**src/rtl/dsp48a1_mac_sequencer.sv**
```systemverilog
`default_nettype none
// ============================================================================
// Module      : dsp48a1_mac_sequencer
// Description : Drives one dsp48a1 slice as an N-term multiply-accumulator,
//               P = sum(+/- A_i * B_i). Operand pairs arrive on a
//               valid/ready stream. The sequencer clears the slice, feeds
//               the operands with a delayed OPMODE per beat, waits for the
//               slice pipeline to drain and returns the 48-bit sum with a
//               one-cycle strobe.
//               Slice build: A1REG=B1REG=MREG=PREG=OPMODEREG=1,
//               A0REG=B0REG=DREG=CREG=CARRYINREG=0.
// Revision    : 1.0 - initial release
// ============================================================================
module dsp48a1_mac_sequencer #(
    parameter int LAT     = 3,  // DSP_A/B driven -> product visible on DSP_P
    parameter int OPM_DLY = 1,  // operand driven -> its OPMODE driven
    parameter int NW      = 8   // width of the tap count
) (
    input  logic          clk_i,
    input  logic          rst_ni,
    input  logic          start_i,
    input  logic [NW-1:0] ntaps_i,
    input  logic          s_valid_i,
    output logic          s_ready_o,
    input  logic [17:0]   s_a_i,
    input  logic [17:0]   s_b_i,
    input  logic          s_sub_i,
    output logic [17:0]   dsp_a_o,
    output logic [17:0]   dsp_b_o,
    output logic [7:0]    dsp_opmode_o,
    output logic          dsp_ce_o,
    output logic          dsp_rst_o,
    input  logic [47:0]   dsp_p_i,
    output logic [47:0]   res_o,
    output logic          res_valid_o,
    output logic          busy_o,
    output logic          err_o
);

    // ------------------------------------------------------------------------
    // Constants
    // ------------------------------------------------------------------------
    localparam logic [1:0] S_IDLE  = 2'd0;
    localparam logic [1:0] S_CLR   = 2'd1;
    localparam logic [1:0] S_FEED  = 2'd2;
    localparam logic [1:0] S_DRAIN = 2'd3;

    // X=M, Z=P: P <= P + M ; with bit 7 set: P <= P - M
    localparam logic [7:0] C_OPM_ADD = 8'h09;
    localparam logic [7:0] C_OPM_SUB = 8'h89;
    localparam logic [7:0] C_OPM_OFF = 8'h00;

    // DRAIN covers the LAT cycles following the last accepted beat; the
    // final cycle (counter at zero) is the one where DSP_P holds the sum.
    localparam int            DW           = (LAT > 1) ? $clog2(LAT) : 1;
    localparam logic [DW-1:0] C_DRAIN_LOAD = DW'(LAT - 1);
    localparam logic [NW-1:0] C_ONE        = NW'(1);

    // ------------------------------------------------------------------------
    // State and next-state signals
    // ------------------------------------------------------------------------
    logic [1:0]    state_q, state_d;
    logic [NW-1:0] cnt_q, cnt_d;        // beats still to accept
    logic [DW-1:0] drain_q, drain_d;    // cycles left until DSP_P is final
    logic [47:0]   res_q, res_d;
    logic          res_valid_q, res_valid_d;
    logic          err_q, err_d;
    logic          dsp_rst_q, dsp_rst_d;

    logic          accept;
    logic          opm_act_in;
    logic          opm_sub_in;
    logic          opm_act;
    logic          opm_sub;

    // ------------------------------------------------------------------------
    // Stream handshake and operand path
    // ------------------------------------------------------------------------
    assign busy_o    = (state_q != S_IDLE);
    assign dsp_ce_o  = busy_o;
    assign s_ready_o = (state_q == S_FEED) && (cnt_q != '0);
    assign accept    = s_valid_i && s_ready_o;

    // A cycle without an accepted beat is a bubble: zero operands add zero.
    assign dsp_a_o = accept ? s_a_i : 18'd0;
    assign dsp_b_o = accept ? s_b_i : 18'd0;

    // ------------------------------------------------------------------------
    // OPMODE path: the add/subtract choice for a beat reaches the slice
    // OPM_DLY cycles after its operands, matching the A1/B1 register stage.
    // The active flag forces OPMODE to zero whenever no job is running.
    // ------------------------------------------------------------------------
    assign opm_act_in = (state_d != S_IDLE);
    assign opm_sub_in = accept && s_sub_i;

    generate
        if (OPM_DLY == 0) begin : g_opm_direct
            assign opm_act = busy_o;
            assign opm_sub = opm_sub_in;
        end else begin : g_opm_pipe
            logic [OPM_DLY-1:0] act_q;
            logic [OPM_DLY-1:0] sub_q;

            // Delay line carrying the per-beat OPMODE choice
            always_ff @(posedge clk_i or negedge rst_ni) begin
                if (!rst_ni) begin
                    act_q <= '0;
                    sub_q <= '0;
                end else begin
                    act_q[0] <= opm_act_in;
                    sub_q[0] <= opm_sub_in;
                    for (int i = 1; i < OPM_DLY; i++) begin
                        act_q[i] <= act_q[i-1];
                        sub_q[i] <= sub_q[i-1];
                    end
                end
            end

            assign opm_act = act_q[OPM_DLY-1];
            assign opm_sub = sub_q[OPM_DLY-1];
        end
    endgenerate

    assign dsp_opmode_o = !opm_act ? C_OPM_OFF :
                          (opm_sub ? C_OPM_SUB : C_OPM_ADD);

    // ------------------------------------------------------------------------
    // Control FSM: IDLE -> CLR -> FEED -> DRAIN -> IDLE
    // ------------------------------------------------------------------------

    // Next-state, beat counter and drain counter
    always_comb begin
        state_d = state_q;
        cnt_d   = cnt_q;
        drain_d = drain_q;
        case (state_q)
            S_IDLE: begin
                // START is only honoured here; NTAPS=0 is rejected via ERR
                if (start_i && (ntaps_i != '0)) begin
                    cnt_d   = ntaps_i;
                    state_d = S_CLR;
                end
            end
            S_CLR: begin
                // One cycle of slice reset so P starts the job at zero
                state_d = S_FEED;
            end
            S_FEED: begin
                if (accept) begin
                    cnt_d = cnt_q - 1'b1;
                    if (cnt_q == C_ONE) begin
                        state_d = S_DRAIN;
                        drain_d = C_DRAIN_LOAD;
                    end
                end
            end
            S_DRAIN: begin
                if (drain_q == '0) begin
                    state_d = S_IDLE;
                end else begin
                    drain_d = drain_q - 1'b1;
                end
            end
            default: begin
                state_d = S_IDLE;
            end
        endcase
    end

    // Result capture, strobes and slice reset request
    assign res_valid_d = (state_q == S_DRAIN) && (drain_q == '0);
    assign res_d       = res_valid_d ? dsp_p_i : res_q;
    assign err_d       = (state_q == S_IDLE) && start_i && (ntaps_i == '0);
    assign dsp_rst_d   = (state_d == S_CLR);

    // Sequential state; DSP_RST resets high so the slice flushes during reset
    always_ff @(posedge clk_i or negedge rst_ni) begin
        if (!rst_ni) begin
            state_q     <= S_IDLE;
            cnt_q       <= '0;
            drain_q     <= '0;
            res_q       <= '0;
            res_valid_q <= 1'b0;
            err_q       <= 1'b0;
            dsp_rst_q   <= 1'b1;
        end else begin
            state_q     <= state_d;
            cnt_q       <= cnt_d;
            drain_q     <= drain_d;
            res_q       <= res_d;
            res_valid_q <= res_valid_d;
            err_q       <= err_d;
            dsp_rst_q   <= dsp_rst_d;
        end
    end

    assign res_o       = res_q;
    assign res_valid_o = res_valid_q;
    assign err_o       = err_q;
    assign dsp_rst_o   = dsp_rst_q;

endmodule
`default_nettype wire

```
**config.mk**
```make
export PLATFORM = sky130hd
export DESIGN_NAME = dsp48a1_mac_sequencer
export DESIGN_NICKNAME = d
export VERILOG_FILES = /design/src/rtl/dsp48a1_mac_sequencer.sv
export SDC_FILE = /design/constraint.sdc
export NUM_CORES = 1
export LEC_CHECK = 0
export ABC_CLOCK_PERIOD_IN_PS = 3900
export CAP_MARGIN = 20
export CORE_ASPECT_RATIO = 1.25
export CORE_MARGIN = 2
export CORE_UTILIZATION = 30
export CTS_CLUSTER_SIZE = 16
export DETAILED_ROUTE_END_ITERATION = 16
export PLACE_DENSITY_LB_ADDON = 0.15
export SYNTH_ARGS = -nofsm -noshare
export SYNTH_HDL_FRONTEND = slang
export SYNTH_SLANG_ARGS = --single-unit
```
**constraint.sdc**
```tcl
create_clock -name clk_i -period 3.9 [get_ports clk_i]
set_input_delay 0.78 -clock clk_i [delete_from_list [all_inputs] [get_ports clk_i]]
set_output_delay 0.78 -clock clk_i [all_outputs]
set_load 0.05 [all_outputs]
```
==> results by group, run 1 <==
Run status
  – Outcome: complete, no violations

Clock tree
  – CTS Hold Bufs: 0
  – Num CTS Buffers: 9
  – H-tree Lvls: 3
  – Clk sinks: 65
  – Post-CTS Resized: 0
  – Clock transition at path regs: 0.05 ns
  – Setup Buffers After CTS: 0
  – Clock Latency Late Sink: 0.32 ns
  – TritonCTS clock tree: done
  – Clock Path Buffers: 2
  – CTS Root Cell: clkbuf_16

Yosys
  – Seq cells post-synth: 65
  – FFs w/ async S/R, synth: 100%
  – Multiplexer share of the synthesized area: 18.2%
  – Yosys warns: 0
  – Synth Area per Inst: 12.4 um^2
  – Synth Instances: 245
  – Most instantiated cells after synthesis: dfrtp_1, mux2_2, and2_1, buf_4, nor2_1
  – Synth Flop Type: dfrtp_1
  – Post-synth EDFFs: 0
  – Simple-Gate Fraction of Synth Area: 14.6%
  – Post-synthesis adder-cell area fraction: 1.65%
  – Synth top area cells: dfrtp_1, mux2_2, and2_1, buf_4, ha_1
  – Synth cell types: 43
  – Largest area contributor in the netlist: dfrtp_1
  – Share of the synthesized area in the top cell type: 52.9%
  – Synth Area in Compound Gates: 6.41%
  – Area of the mapped netlist: 0.00303 mm^2
  – Combinational family with the most area after synthesis: multiplexers
  – Register area share after synthesis: 53.8%
  – XOR/XNOR share of the synthesized area: 0.289%
  – Most common cell in the netlist: dfrtp_1

STA
  – Final WS setup: 0.798 ns
  – Max Freq: 322 MHz
  – Fin. max-slew vios: 0
  – Skew final: 0.00419 ns
  – RSZ-0062 raised after global routing: no
  – Fin crit share: 79.5%
  – Setup-failing EPs final: 0
  – TNS Setup: 0 ns
  – Final Hold Viols: 0
  – Worst-Margin Slew: 0.735 ns
  – Min Tclk post-route: 3.10 ns
  – Max transition margin: 51.0%

Place
  – Placed Cells: 550
  – # port buffers: 189
  – Routability congestion estimate: 0.806
  – Hpwl dp: 6160 um
  – Post-Place Setup Slack: 0.887 ns

Global routing
  – First-pass GRT wire length: 12300 um
  – GRT Util Overall: 14.4%
  – Largest net degree at the start of global routing: 51
  – Global route overflow: 0
  – Vias in the first global route: 2561
  – Initial antenna violation count: 0

Routing
  – DR vias: 2503
  – Wire length per cell: 13.8 um
  – DRC viols: 0
  – Iteration-0 DRC Markers: 57
  – Antenna Violating Nets Remaining: 0
  – First-pass DRT Iterations: 4
  – Vias per cell: 4.43
  – Final wirelength: 7790 um

Final layout
  – Layout cells sized above 1: 25.2%
  – Area grow syn2layout: 87.4%
  – Number of fill cells: 849
  – Diodes inserted: 0
  – Nets: 534
  – Final non-filler cell total: 565

Floorplanning
  – Die Y: 116 um
  – Standard-cell rows: 41
  – Die X: 93.8 um
  – Initial core utilization: 30.4%
  – Ports: 195
  – Core area: 0.00995 mm^2
  – DIE AREA: 0.0109 mm^2

Worst hold path
  – Hold crit path type: register to register
  – Hold Crit Depth: 1

Power
  – Worst VDD drop: 0.000296 V
  – Cell Pwr Density: 855 mW/mm^2
  – LEAKAGE: 2.39 nW

Critical path
  – Crit path max fanout: 17
  – CP Capture Type: output port
  – WP data required: 3.12 ns
  – Crit Path Category: register to output port
  – Crit path DAT: 2.32 ns
  – Type of origin of the critical path: register
  – Reg2reg path depth: 5

Flow run
  – Max Cap Viol: 0
## worst max-delay path: stages (launching register included)
cell             delay, ns
dfrtp_1               0.43
nand2b_1              0.47
a21oi_1               0.25
clkdlybuf4s50_1       0.85
## where the power goes
part           internal, W  total [W]  switching (W)
Sequential        0.000988    0.00116       0.000171
Combinational      0.00116    0.00288        0.00172
Clock             0.000549   0.000809       0.000260
Total              0.00270    0.00485        0.00215
## state kept, by name, indices dropped and copies added (netlist names)
signal / cells
res_o: 48
cnt_q: 8
drain_q: 2
res_valid_o: 1
state_q: 2
err_o: 1
dsp_rst_o: 1
g_opm_pipe.sub_q: 1
g_opm_pipe.act_q: 1
## cell type report
type	instances	area, um^2	share of cell area (%)
Clock buffer	10	229	4.04
Clock inverter	4	70.1	1.24
Inverter	6	22.5	0.397
Multi-Input combinational cell	157	1260	22.3
Sequential cell	65	1630	28.7
Tap cell	129	161	2.85
Timing Repair Buffer	194	2300	40.5
## cells by family after synthesis
group                    Yosys count
AO/OA/AOI/OAI                     24
multiplexers                      49
adder cells (fa/ha/maj)            4
buffers and inverters             27
AND/OR/NAND/NOR                   74
other                              1
flip-flops                        65
XOR/XNOR                           1
## stage by stage
| stage | util [%] | hold WS, ns | cell area, um^2 | power [W] |
|---|---|---|---|---|
| finish | 57.0 | 0.502 | 5670 | 0.00485 |
| global route | 57.0 | 0.512 | 5670 | 0.00510 |
| CTS | 56.8 | 0.506 | 5650 | 0.00489 |
| detailed placement | 53.8 | 0.495 | 5350 | 0.00407 |
| global placement | 53.8 | 0.487 | 5350 | 0.00403 |
| floorplan | - | 0.480 | 3040 | 0.00300 |
## final timing paths
path                             from         to  slack (ns)
setup / recovery           state_q[0]  s_ready_o        0.80
hold / removal              res_o[31]  res_o[31]        0.50
setup reg to reg           state_q[0]   cnt_q[7]        1.75
hold reg to reg             res_o[31]  res_o[31]        0.50
max in group asynchronous      rst_ni  res_o[26]        2.50
min in group asynchronous      rst_ni  res_o[28]        0.52
## per-layer routing
layer | track usage (%) | wire length, um | vias to the layer above | share of wire [%]
met5 | 0 | 0 | - | 0
met4 | 5.22 | 82 | 0 | 1.1
met1 | 16.6 | 2970 | 1152 | 38
met3 | 6.45 | 951 | 7 | 12
li1 | - | - | 1210 | -
met2 | 23.8 | 3790 | 134 | 49
## layout by cell type (no fill, tap or decap), types with 2 or more instances in the layout
cell             instances
a21oi_1                  5
and2_1                  39
buf_12                  37
buf_4                    4
bufinv_16                2
clkbuf_16                9
clkdlybuf4s50_1        152
clkinv_2                 2
conb_1                   5
dfrtp_1                 64
ha_1                     4
inv_1                    6
mux2_2                  48
nand2_1                  4
nor2_1                   9
nor3_1                   6
nor4_1                   3
o21ai_0                  2
o22a_1                   2
o22ai_1                  3
o2bb2ai_1                4
(Power assumes the default switching activity.)
==> inputs of run 2 (changes only) <==
--- a/config.mk
+++ b/config.mk
@@ -5,7 +5,7 @@
 export SDC_FILE = /design/constraint.sdc
 export NUM_CORES = 1
 export LEC_CHECK = 0
-export ABC_CLOCK_PERIOD_IN_PS = 3900
+export ABC_CLOCK_PERIOD_IN_PS = 2500
 export CAP_MARGIN = 20
 export CORE_ASPECT_RATIO = 1.25
 export CORE_MARGIN = 2
==> constraint.sdc (replaced) <==
create_clock -name clk_i -period 2.5 [get_ports clk_i]
set_input_delay 0.5 -clock clk_i [delete_from_list [all_inputs] [get_ports clk_i]]
set_output_delay 0.5 -clock clk_i [all_outputs]
set_load 0.05 [all_outputs]
==> run 2 against run 1 <==
  * The flow now finishes with violations (setup timing)
  * Non-clock buffer count is 9 higher
  * Power is 58% higher
  * First-iteration DRC count is 49% lower
  * Cell count is 1.8% higher
  * Global-route usage is 0.36 points higher
  * Clock skew is 0.00082 ns lower
  * Routed wire length is 8.1% higher
  * Worst hold slack worse by 0.31 ns
  * Core utilization is 1.8 points higher
  * Critical endpoint is now dsp_a_o[5]
==> results by group, run 2 (synthesized netlist as in run 1, its figures left out) <==
Run status
  – Outcome: complete, but fails checks
  – Violated checks: setup timing

Final layout
  – Most frequent cells in the layout: clkdlybuf4s50_1, dfrtp_1, mux2_2
  – Nets: 543
  – Most common cell after layout, fill and taps aside: clkdlybuf4s50_1
  – Area grow syn2layout: 93.5%
  – Final non-filler cell total: 575
  – Number of flip-flops in the largest register: 48
  – Post-route cell area: 0.00586 mm^2
  – Diodes inserted: 0
  – Layout cells sized above 1: 34.3%

Clock tree
  – CTS Root Cell: clkbuf_16
  – TritonCTS clock tree: done
  – CTS Hold Bufs: 0
  – Clock transition at path regs: 0.05 ns
  – H-tree Lvls: 3
  – Clock Path Buffers: 2
  – Clk sinks: 65
  – Num CTS Buffers: 9
  – Clock Latency Late Sink: 0.32 ns

Place
  – Post-Place Setup Slack: 0.106 ns
  – Routability congestion estimate: 0.811
  – Placed Cells: 553
  – Hpwl dp: 6430 um
  – DP Area: 0.00541 mm^2
  – # port buffers: 189

STA
  – TNS Setup: -0.0358 ns
  – Setup-failing EPs final: 8
  – Max Freq: 398 MHz
  – Max transition margin: 57.7%
  – Worst-Margin Slew: 0.634 ns
  – RSZ-0062 raised after global routing: yes
  – Final Hold Viols: 0
  – Fin. max-slew vios: 0
  – Final WS setup: -0.0143 ns
  – Skew final: 0.00337 ns
  – Min Tclk post-route: 2.51 ns
  – Fin crit share: 101%

Critical path
  – Worst R2R End: cnt_q[7]
  – Crit Path Category: input pin to output port
  – Reg2reg path depth: 4
  – CP Capture Type: output port
  – Beginning of the worst register-to-register path: state_q[1]
  – Slack of the worst reg-to-reg path: 0.66 ns
  – Crit path max fanout: 9
  – Type of origin of the critical path: input pin
  – Worst Setup SP: s_valid_i
  – Crit path DAT: 2.01 ns
  – WP data required: 2.00 ns

Floorplanning
  – Die X: 93.8 um
  – Core area: 0.00995 mm^2
  – Die Y: 116 um
  – Standard-cell rows: 41
  – DIE AREA: 0.0109 mm^2
  – Initial core utilization: 30.4%
  – Ports: 195

Routing
  – Final wirelength: 8420 um
  – Iteration-0 DRC Markers: 29
  – Antenna Violating Nets Remaining: 0
  – DRC viols: 0
  – Wire length per cell: 14.6 um
  – DR vias: 2602
  – Vias per cell: 4.53
  – First-pass DRT Iterations: 4

Flow run
  – Max Cap Viol: 0

Global routing
  – First-pass GRT wire length: 12400 um
  – Initial antenna violation count: 0
  – Global route overflow: 0
  – GRT Util Overall: 14.8%
  – Vias in the first global route: 2584
  – Largest net degree at the start of global routing: 41

Power
  – Worst VDD drop: 0.000600 V
  – LEAKAGE: 2.49 nW
  – Cell Pwr Density: 1310 mW/mm^2
  – Overall power: 0.00767 W

Worst hold path
  – Hold crit path type: input pin to async pin
## run 2: cell types whose count changed in the layout (fill, tap and decap cells not counted), sizes merged
cell           change
bufinv             -2
buf                +8
clkinvlp           +1
clkbuf             +4
clkdlybuf4s50      -1
## run 2: power breakdown
part           total, W  leakage, nW  switching (W)  internal [W]
Clock           0.00110        0.128       0.000416      0.000688
Combinational   0.00475         1.57        0.00275       0.00200
Sequential      0.00181        0.790       0.000271       0.00154
## run 2: layer usage
metal | up-vias | wire length [um] | global-route usage (%)
li1 | 1232 | - | -
met2 | 143 | 4350 | 25.2
met4 | 0 | 131 | 6.76
met3 | 10 | 864 | 5.87
met1 | 1217 | 3070 | 16.1
met5 | - | 0 | 0
## run 2: final cells by class
cell class	count	area, um^2
multi-input combinational	157	1350
clock inverter	3	17.5
clock buffer	12	246
sequential	65	1630
tap	129	161
fill	851	4100
inverter	6	22.5
timing repair buffer	203	2430
## run 2: how the worst max path moves through the flow
stage                        to  slack, ns  cells past startpoint
finish               dsp_a_o[5]      -0.01                      7
global route         dsp_a_o[5]      -0.07                      7
CTS                 dsp_b_o[10]       0.04                      6
detailed placement   dsp_a_o[8]       0.11                      6
global placement    dsp_a_o[14]       0.15                      6
floorplan           dsp_a_o[10]       0.18                      5
## run 2: through the flow
stage                     utilization [%]  hold WS (ns)
after floorplan                         -         0.204
after global placement               54.4         0.489
after detailed placement             54.4         0.494
after CTS                            57.0         0.219
after global routing                 58.8         0.257
final                                58.8         0.193
## run 2: timing repair
| action | in CTS | in global routing |
|---|---|---|
| endpoints found under the hold margin | 0 | 0 |
| setup buffers | 0 | 4 |
| resized for setup | 0 | 34 |
| endpoints found under the setup margin | 0 | 36 |
## run 2: worst max-delay path: stages
cell and delay (ns):
clkdlybuf4s50_1 0.49, inv_1 0.08, a311oi_4 0.29, buf_4 0.19
clkbuf_16 0.14, and2_1 0.18, buf_12 0.15
